==> config.mk <==
export PLATFORM = sky130hd
export DESIGN_NAME = mul_seq_32_flat
export DESIGN_NICKNAME = d
export VERILOG_FILES = /design/src/rtl/mul_seq_32_if.sv /design/src/rtl/mul_seq_32.sv /design/src/flat_wrapper.sv
export SDC_FILE = /design/constraint.sdc
export NUM_CORES = 1
export LEC_CHECK = 0
export BUFFER_PORTS_ARGS = -buffer_cell sky130_fd_sc_hd__clkbuf_2
export CAP_MARGIN = 10
export CORE_ASPECT_RATIO = 1.4
export CORE_UTILIZATION = 41
export CTS_CLUSTER_SIZE = 30
export DETAILED_ROUTE_END_ITERATION = 16
export PLACE_DENSITY = 0.61
export SLEW_MARGIN = 5
export SYNTH_ARGS = -nofsm -noshare
export SYNTH_HDL_FRONTEND = slang
export SYNTH_SLANG_ARGS = --single-unit
==> constraint.sdc <==
create_clock -name clk -period 14.8 [get_ports clk]
set_clock_uncertainty 0.2 [all_clocks]
set_input_delay 1.48 -clock clk [delete_from_list [all_inputs] [get_ports clk]]
set_output_delay 1.48 -clock clk [all_outputs]
set_load 0.01 [all_outputs]
==> src/rtl/mul_seq_32_if.sv <==
`default_nettype none
// ============================================================================
// Module      : mul_seq_32_if
// Description : Request/response bundle for the sequential 32x32 multiplier.
//               master : drives start/a/b and observes busy/done/p
//               slave  : the multiplier side
//   start  1   request pulse, accepted only while the multiplier is idle
//   a      32  multiplicand, sampled on the accepted start
//   b      32  multiplier, sampled on the accepted start
//   busy   1   multiplication in progress
//   done   1   one-cycle completion pulse
//   p      64  product, held from done until the next accepted start
// Revision    : 1.0 - initial release
// ============================================================================
interface mul_seq_32_if;
    logic        start;
    logic [31:0] a;
    logic [31:0] b;
    logic        busy;
    logic        done;
    logic [63:0] p;

    modport master (
        output start, a, b,
        input  busy, done, p
    );

    modport slave (
        input  start, a, b,
        output busy, done, p
    );
endinterface : mul_seq_32_if
`default_nettype wire

==> src/rtl/mul_seq_32.sv <==
`default_nettype none
// ============================================================================
// Module      : mul_seq_32 (with helper mul_seq_32_rca)
// Description : Radix-2 shift-add 32x32 -> 64 multiplier, one partial
//               product per clock.  Unsigned by default; defining the macro
//               MUL_SIGNED_EN selects two's-complement operands (magnitudes
//               are multiplied, then the product is negated in a NEG state).
//   clk    in   1   rising-edge clock
//   rst    in   1   asynchronous active-high reset
//   bus    slave modport of mul_seq_32_if (start, a, b, busy, done, p)
//   Latency from accepted start to done: 34 cycles unsigned, 35 signed.
// Revision    : 1.0 - initial release
// ============================================================================

// 32-bit ripple-carry adder built from a chain of full adders.
module mul_seq_32_rca (
    input  wire logic [31:0] i_a,
    input  wire logic [31:0] i_b,
    input  wire logic        i_cin,
    output logic      [31:0] o_sum,
    output logic             o_cout
);
    logic [32:0] w_carry;

    assign w_carry[0] = i_cin;

    for (genvar gi = 0; gi < 32; gi++) begin : g_bit
        assign o_sum[gi]      = i_a[gi] ^ i_b[gi] ^ w_carry[gi];
        assign w_carry[gi + 1] = (i_a[gi] & i_b[gi]) |
                                 (w_carry[gi] & (i_a[gi] ^ i_b[gi]));
    end

    assign o_cout = w_carry[32];
endmodule : mul_seq_32_rca


module mul_seq_32 (
    input wire logic     clk,
    input wire logic     rst,
    mul_seq_32_if.slave  bus
);
    localparam logic [1:0] c_st_idle = 2'd0;
    localparam logic [1:0] c_st_run  = 2'd1;
    localparam logic [1:0] c_st_done = 2'd2;
`ifdef MUL_SIGNED_EN
    localparam logic [1:0] c_st_neg  = 2'd3;
`endif
    // Counter value at which all 32 partial products have been accumulated.
    localparam logic [5:0] c_last_cnt = 6'd32;

    logic [1:0]  r_state;
    logic [63:0] r_acc;     // {partial sum, remaining multiplier bits}
    logic [31:0] r_mcand;
    logic [5:0]  r_cnt;
    logic [63:0] r_p;
    logic        r_busy;
    logic        r_done;

    logic [31:0] w_add_a;
    logic [31:0] w_add_b;
    logic [31:0] w_sum;
    logic        w_cout;
    logic [63:0] w_step;
    logic [31:0] w_load_a;
    logic [31:0] w_load_b;

`ifdef MUL_SIGNED_EN
    logic        r_sign;
    logic [31:0] w_hi_sum;
    logic        w_hi_cout;
    logic [63:0] w_neg;
    logic [63:0] w_final;

    // The step adder is idle during NEG, so it is reused for the low half of
    // the two's-complement negation (~lo + 1); its carry feeds the high half.
    assign w_add_a = (r_state == c_st_neg) ? ~r_acc[31:0] : r_acc[63:32];
    assign w_add_b = (r_state == c_st_neg) ? 32'd1        : r_mcand;

    mul_seq_32_rca u_rca_hi (
        .i_a    (~r_acc[63:32]),
        .i_b    (32'd0),
        .i_cin  (w_cout),
        .o_sum  (w_hi_sum),
        .o_cout (w_hi_cout)
    );

    assign w_neg   = {w_hi_sum, w_sum};
    assign w_final = r_sign ? w_neg : r_acc;

    // Magnitudes: -2^31 negates to itself, which read unsigned is 2^31.
    assign w_load_a = bus.a[31] ? (~bus.a + 32'd1) : bus.a;
    assign w_load_b = bus.b[31] ? (~bus.b + 32'd1) : bus.b;
`else
    assign w_add_a  = r_acc[63:32];
    assign w_add_b  = r_mcand;
    assign w_load_a = bus.a;
    assign w_load_b = bus.b;
`endif

    mul_seq_32_rca u_rca_step (
        .i_a    (w_add_a),
        .i_b    (w_add_b),
        .i_cin  (1'b0),
        .o_sum  (w_sum),
        .o_cout (w_cout)
    );

    // Conditional add then shift right; the adder carry becomes acc[63] so a
    // full 33-bit partial sum is never truncated.
    assign w_step = r_acc[0] ? {w_cout, w_sum, r_acc[31:1]}
                             : {1'b0, r_acc[63:32], r_acc[31:1]};

    always_ff @(posedge clk or posedge rst) begin
        if (rst) begin
            r_state <= c_st_idle;
            r_acc   <= 64'd0;
            r_mcand <= 32'd0;
            r_cnt   <= 6'd0;
            r_p     <= 64'd0;
            r_busy  <= 1'b0;
            r_done  <= 1'b0;
`ifdef MUL_SIGNED_EN
            r_sign  <= 1'b0;
`endif
        end else begin
            r_done <= 1'b0;
            case (r_state)
                c_st_idle: begin
                    if (bus.start) begin
                        r_mcand <= w_load_a;
                        r_acc   <= {32'd0, w_load_b};
                        r_cnt   <= 6'd0;
                        r_busy  <= 1'b1;
                        r_state <= c_st_run;
`ifdef MUL_SIGNED_EN
                        r_sign  <= bus.a[31] ^ bus.b[31];
`endif
                    end
                end

                c_st_run: begin
                    // Counter reaches 32 after the 32nd step; that cycle only
                    // hands the accumulated result on.
                    if (r_cnt == c_last_cnt) begin
`ifdef MUL_SIGNED_EN
                        r_state <= c_st_neg;
`else
                        r_p     <= r_acc;
                        r_done  <= 1'b1;
                        r_busy  <= 1'b0;
                        r_state <= c_st_done;
`endif
                    end else begin
                        r_acc <= w_step;
                        r_cnt <= r_cnt + 6'd1;
                    end
                end

`ifdef MUL_SIGNED_EN
                c_st_neg: begin
                    r_acc   <= w_final;
                    r_p     <= w_final;
                    r_done  <= 1'b1;
                    r_busy  <= 1'b0;
                    r_state <= c_st_done;
                end
`endif

                c_st_done: begin
                    r_state <= c_st_idle;
                end

                default: begin
                    r_busy  <= 1'b0;
                    r_state <= c_st_idle;
                end
            endcase
        end
    end

    assign bus.busy = r_busy;
    assign bus.done = r_done;
    assign bus.p    = r_p;
endmodule : mul_seq_32
`default_nettype wire

==> src/flat_wrapper.sv <==
// flat-port wrapper written by rule: the top's interface ports become plain ports
module mul_seq_32_flat 
  (clk, rst, bus_start, bus_a, bus_b, bus_busy, bus_done, bus_p);
  mul_seq_32_if bus_i ();
  input wire logic clk;
  input wire logic rst;
  input wire logic [$bits(bus_i.start)-1:0] bus_start;
  input wire logic [$bits(bus_i.a)-1:0] bus_a;
  input wire logic [$bits(bus_i.b)-1:0] bus_b;
  output wire logic [$bits(bus_i.busy)-1:0] bus_busy;
  output wire logic [$bits(bus_i.done)-1:0] bus_done;
  output wire logic [$bits(bus_i.p)-1:0] bus_p;
  assign bus_i.start = bus_start;
  assign bus_i.a = bus_a;
  assign bus_i.b = bus_b;
  assign bus_busy = bus_i.busy;
  assign bus_done = bus_i.done;
  assign bus_p = bus_i.p;
  mul_seq_32 u_core (.clk(clk), .rst(rst), .bus(bus_i));
endmodule
==> impl_results.md <==
- Status: completed
- Vias: between 4000 and 5000
- Crit Path Max Fanout: 2
- Switch share: between 30% and 40%
- Sink Count: between 150 and 200
- Skew-Pair Late Insertion Delay: around 0.4 ns
- Internal power: 1.583 mW
- Vias in the first global route: approximately 5200
- CTS max path bufs: 2
- Synth cell types: 34
- Logic pwr share: 44.1%
- Area Growth Syn to Fin: 19.83%
- First-pass GRT wire length: between 20 and 30 mm
- Share of cells above drive strength 1: around three fifths
- Final setup viols: 0
- Syn_nets: roughly 630
- Post-route ant nets: 0
- Hpwl dp: roughly 10 mm
- Seq pwr share: 36.5%
- Synthesized area: ~7900 um2
- WP buf/inv: 2
- Design area: about 9500 um2
- Fin util: 50.77%
- Crit share post-route: about 97%
- RSZ-0062 raised after global routing: no
- Largest net degree at the start of global routing: 96
- Die area: between 15000 and 20000 um2
- Final Max Tran Viols: 0
- Total CTS buffers: 17
- Reg clk slew, reported paths: roughly 0.070 ns
- Flops & latches, synth: 170
- Mapped Cells: roughly 530
- Worst Path Arrival: 14.45 ns
- Final hold slack: approximately 0.31 ns
- Sw Pwr: roughly 0.83 mW
- Iter 0 DRT Violations: 197
- FILL cells: between 1500 and 2000
- Diode count: 0
- LEAKAGE: 4.514 nW
- Slew headroom: around 34%
- Core area: 18750 um2
- H-tree level count: 4
- Crit-path leading delay family: adder cells
- Critical path class: flop to flop
- Synth Area per Inst: about 15 um2
- Drt first pass iters: 4
- Post-CTS Setup Bufs: 0
- # DRC: 0
- Final Instance Count excl. Fillers: 919
- RePlAce Congestion: ~0.75
- Num rows: slightly below 60
- Vias per cell: between 5 and 6
- Critical Path Start Type: flop
- Worst-Margin Slew: slightly below 1 ns
- Fin crit period: about 14 ns
- Synth Warn #: 0
- Hold Fails Final Rpt: 0
- Power Dens Cells: 253.5 nW/um2
- Final WL: ~15 mm
- CP peak stage delay: 0.47 ns
- Net count, final: 763
- Clock share of power: between 10% and 20%
- Max_cap viols: 0
- CTS tree: built
- Slowest-stage cell, CP: fa_1
- Root buffer cell: clkbuf_16
- Antenna violations before repair: 0
- Worst setup EP type: flop
- CP required: approximately 15 ns
- Port Buffers: ~130
- Die width: between 100 and 150 um
- Boundary Pins: around 130
- WL/cell: ~17 um
- Hold/Removal Path Class: flop to flop
- Placed Cells incl. Taps: around 890
- Total track usage: 16.63%
- GRT overflow: 0
- Max Freq: 69.52 MHz
- Initial core utilization: between 40% and 50%
- Placed inst area: roughly 8900 um2
- VDD IR-drop max: about 0.083 mV
- Chip Height: 166.7 um
- Critical path's most frequent cell: fa_2
- Register area share after synthesis: approximately 54%
## logic make-up (layout without fill, tap and decap cells)
kind of cell             count (synthesis)  in the layout  synth area share [%]
AO/OA/AOI/OAI                           13             13                 1.181
adder cells (fa/ha/maj)                 34             34                 8.285
flip-flops                             170            170                 53.55
multiplexers                           223            223                 31.12
XOR/XNOR                                 1              1                0.1103
buffers and inverters                   39            181                 2.489
AND/OR/NAND/NOR                         53             53                 3.260
## stage by stage
stage,setup slack [ns],setup TNS (ns),total power [mW]
5_1_grt,0.01380,0,2.611
3_5_place_dp,-0.6102,-1.390,1.951
4_1_cts,0.001226,0,2.454
6_report,0.4157,0,2.413
2_1_floorplan,0.01263,0,1.665
3_3_place_gp,-0.4696,-0.9832,1.894
## synth_stat cells, drive strengths merged
cell type	count	area (um2)
mux2i	31	310.3
o211ai	1	7.510
buf	24	141.4
a211oi	1	7.510
nor2	30	112.6
ha	3	37.54
inv	10	37.53
dfrtp	170	4254
nor4b	1	23.77
a211o	2	17.52
a41oi	1	8.760
nand2b	2	12.51
a31oi	2	12.51
a21oi	1	5.000
xor2	1	8.760
o21ai	2	10.01
nor3b	1	12.51
and3	1	6.260
clkbuf	5	18.77
or4	1	7.510
nand4	1	6.260
nor2b	2	12.51
a32o	1	10.01
fa	31	620.6
mux2	192	2162
nand2	8	30.03
nand3	6	35.03
o21bai	2	15.01
## registers in the layout, summed over array words and instances, names as in the netlist
name / cells
u_core.bus.busy: 1
u_core.bus.done: 1
u_core.r_state: 2
u_core.r_acc: 64
u_core.r_cnt: 6
u_core.bus.p: 64
u_core.r_mcand: 32
## layout make-up
type | instances | area [um2] | share of cell area, %
clock buffer | 18 | 439.2 | 4.614
inverter | 10 | 42.54 | 0.4469
multi-input combinational | 324 | 3578 | 37.59
tap | 244 | 305.3 | 3.207
sequential | 170 | 4255 | 44.70
clock inverter | 14 | 185.2 | 1.945
timing repair buffer | 139 | 713.2 | 7.492
## per-layer routing
| metal | part of all wire [%] | up-vias | GRT usage, % |
|---|---|---|---|
| li1 | - | 2121 | - |
| met1 | 41 | 2398 | 19.76 |
| met2 | 55 | 86 | 30.13 |
| met3 | 3.3 | 9 | 3.459 |
| met4 | 1.0 | 0 | 4.402 |
| met5 | 0 | - | 0 |
## placed cells by master, fill, tap and decap left out, types with 2 or more instances in the layout
cell type   synthesis  final
o21ai_0             2      2
mux2_2            190    190
nand3_1             5      5
bufinv_16           0      3
buf_4               5      7
dfrtp_1           170    169
mux2i_1            31     31
inv_8               0      2
clkinv_4            0      2
o21bai_1            2      2
clkbuf_2            0    132
ha_1                3      3
fa_1               31      8
mux2_1              2      2
a211o_1             2      2
fa_2                0     23
nand2_1             8      8
nor2_1             30     30
inv_6               0      5
clkinvlp_4          0      2
clkbuf_16           0     17
nor2b_1             2      2
inv_1               9      8
## power by group through the flow
| stage | sequential, mW | clock [mW] | combinational [mW] |
|---|---|---|---|
| after global routing | 0.919 | 0.501 | 1.19 |
| after floorplan | 0.871 | 0 | 0.795 |
| after detailed placement | 0.891 | 0 | 1.06 |
| after CTS | 0.886 | 0.482 | 1.09 |
| after global placement | 0.876 | 0 | 1.02 |
| final | 0.882 | 0.468 | 1.06 |
## worst paths after layout
kind,start,to,slack [ns],cells after the start
setup / recovery,u_core.r_acc[32]$_DFFE_PP0P_,u_core.r_acc[62]$_DFFE_PP0P_,0.42,37
hold reg to reg,u_core.bus.p[10]$_DFFE_PP0P_,u_core.bus.p[10]$_DFFE_PP0P_,0.31,1
min in group asynchronous,rst,u_core.bus.p[54]$_DFFE_PP0P_,1.03,2
max in group asynchronous,rst,u_core.r_mcand[0]$_DFFE_PP0P_,11.86,3
hold / removal,u_core.bus.p[10]$_DFFE_PP0P_,u_core.bus.p[10]$_DFFE_PP0P_,0.31,1
setup reg to reg,u_core.r_acc[32]$_DFFE_PP0P_,u_core.r_acc[62]$_DFFE_PP0P_,0.42,37
## what timing repair did
item,in CTS,in global routing
hold buffers,0,0
resized for setup,12,5
hold endpoints to repair,0,0
setup endpoints to repair,4,2
(Power assumes the default switching activity.)
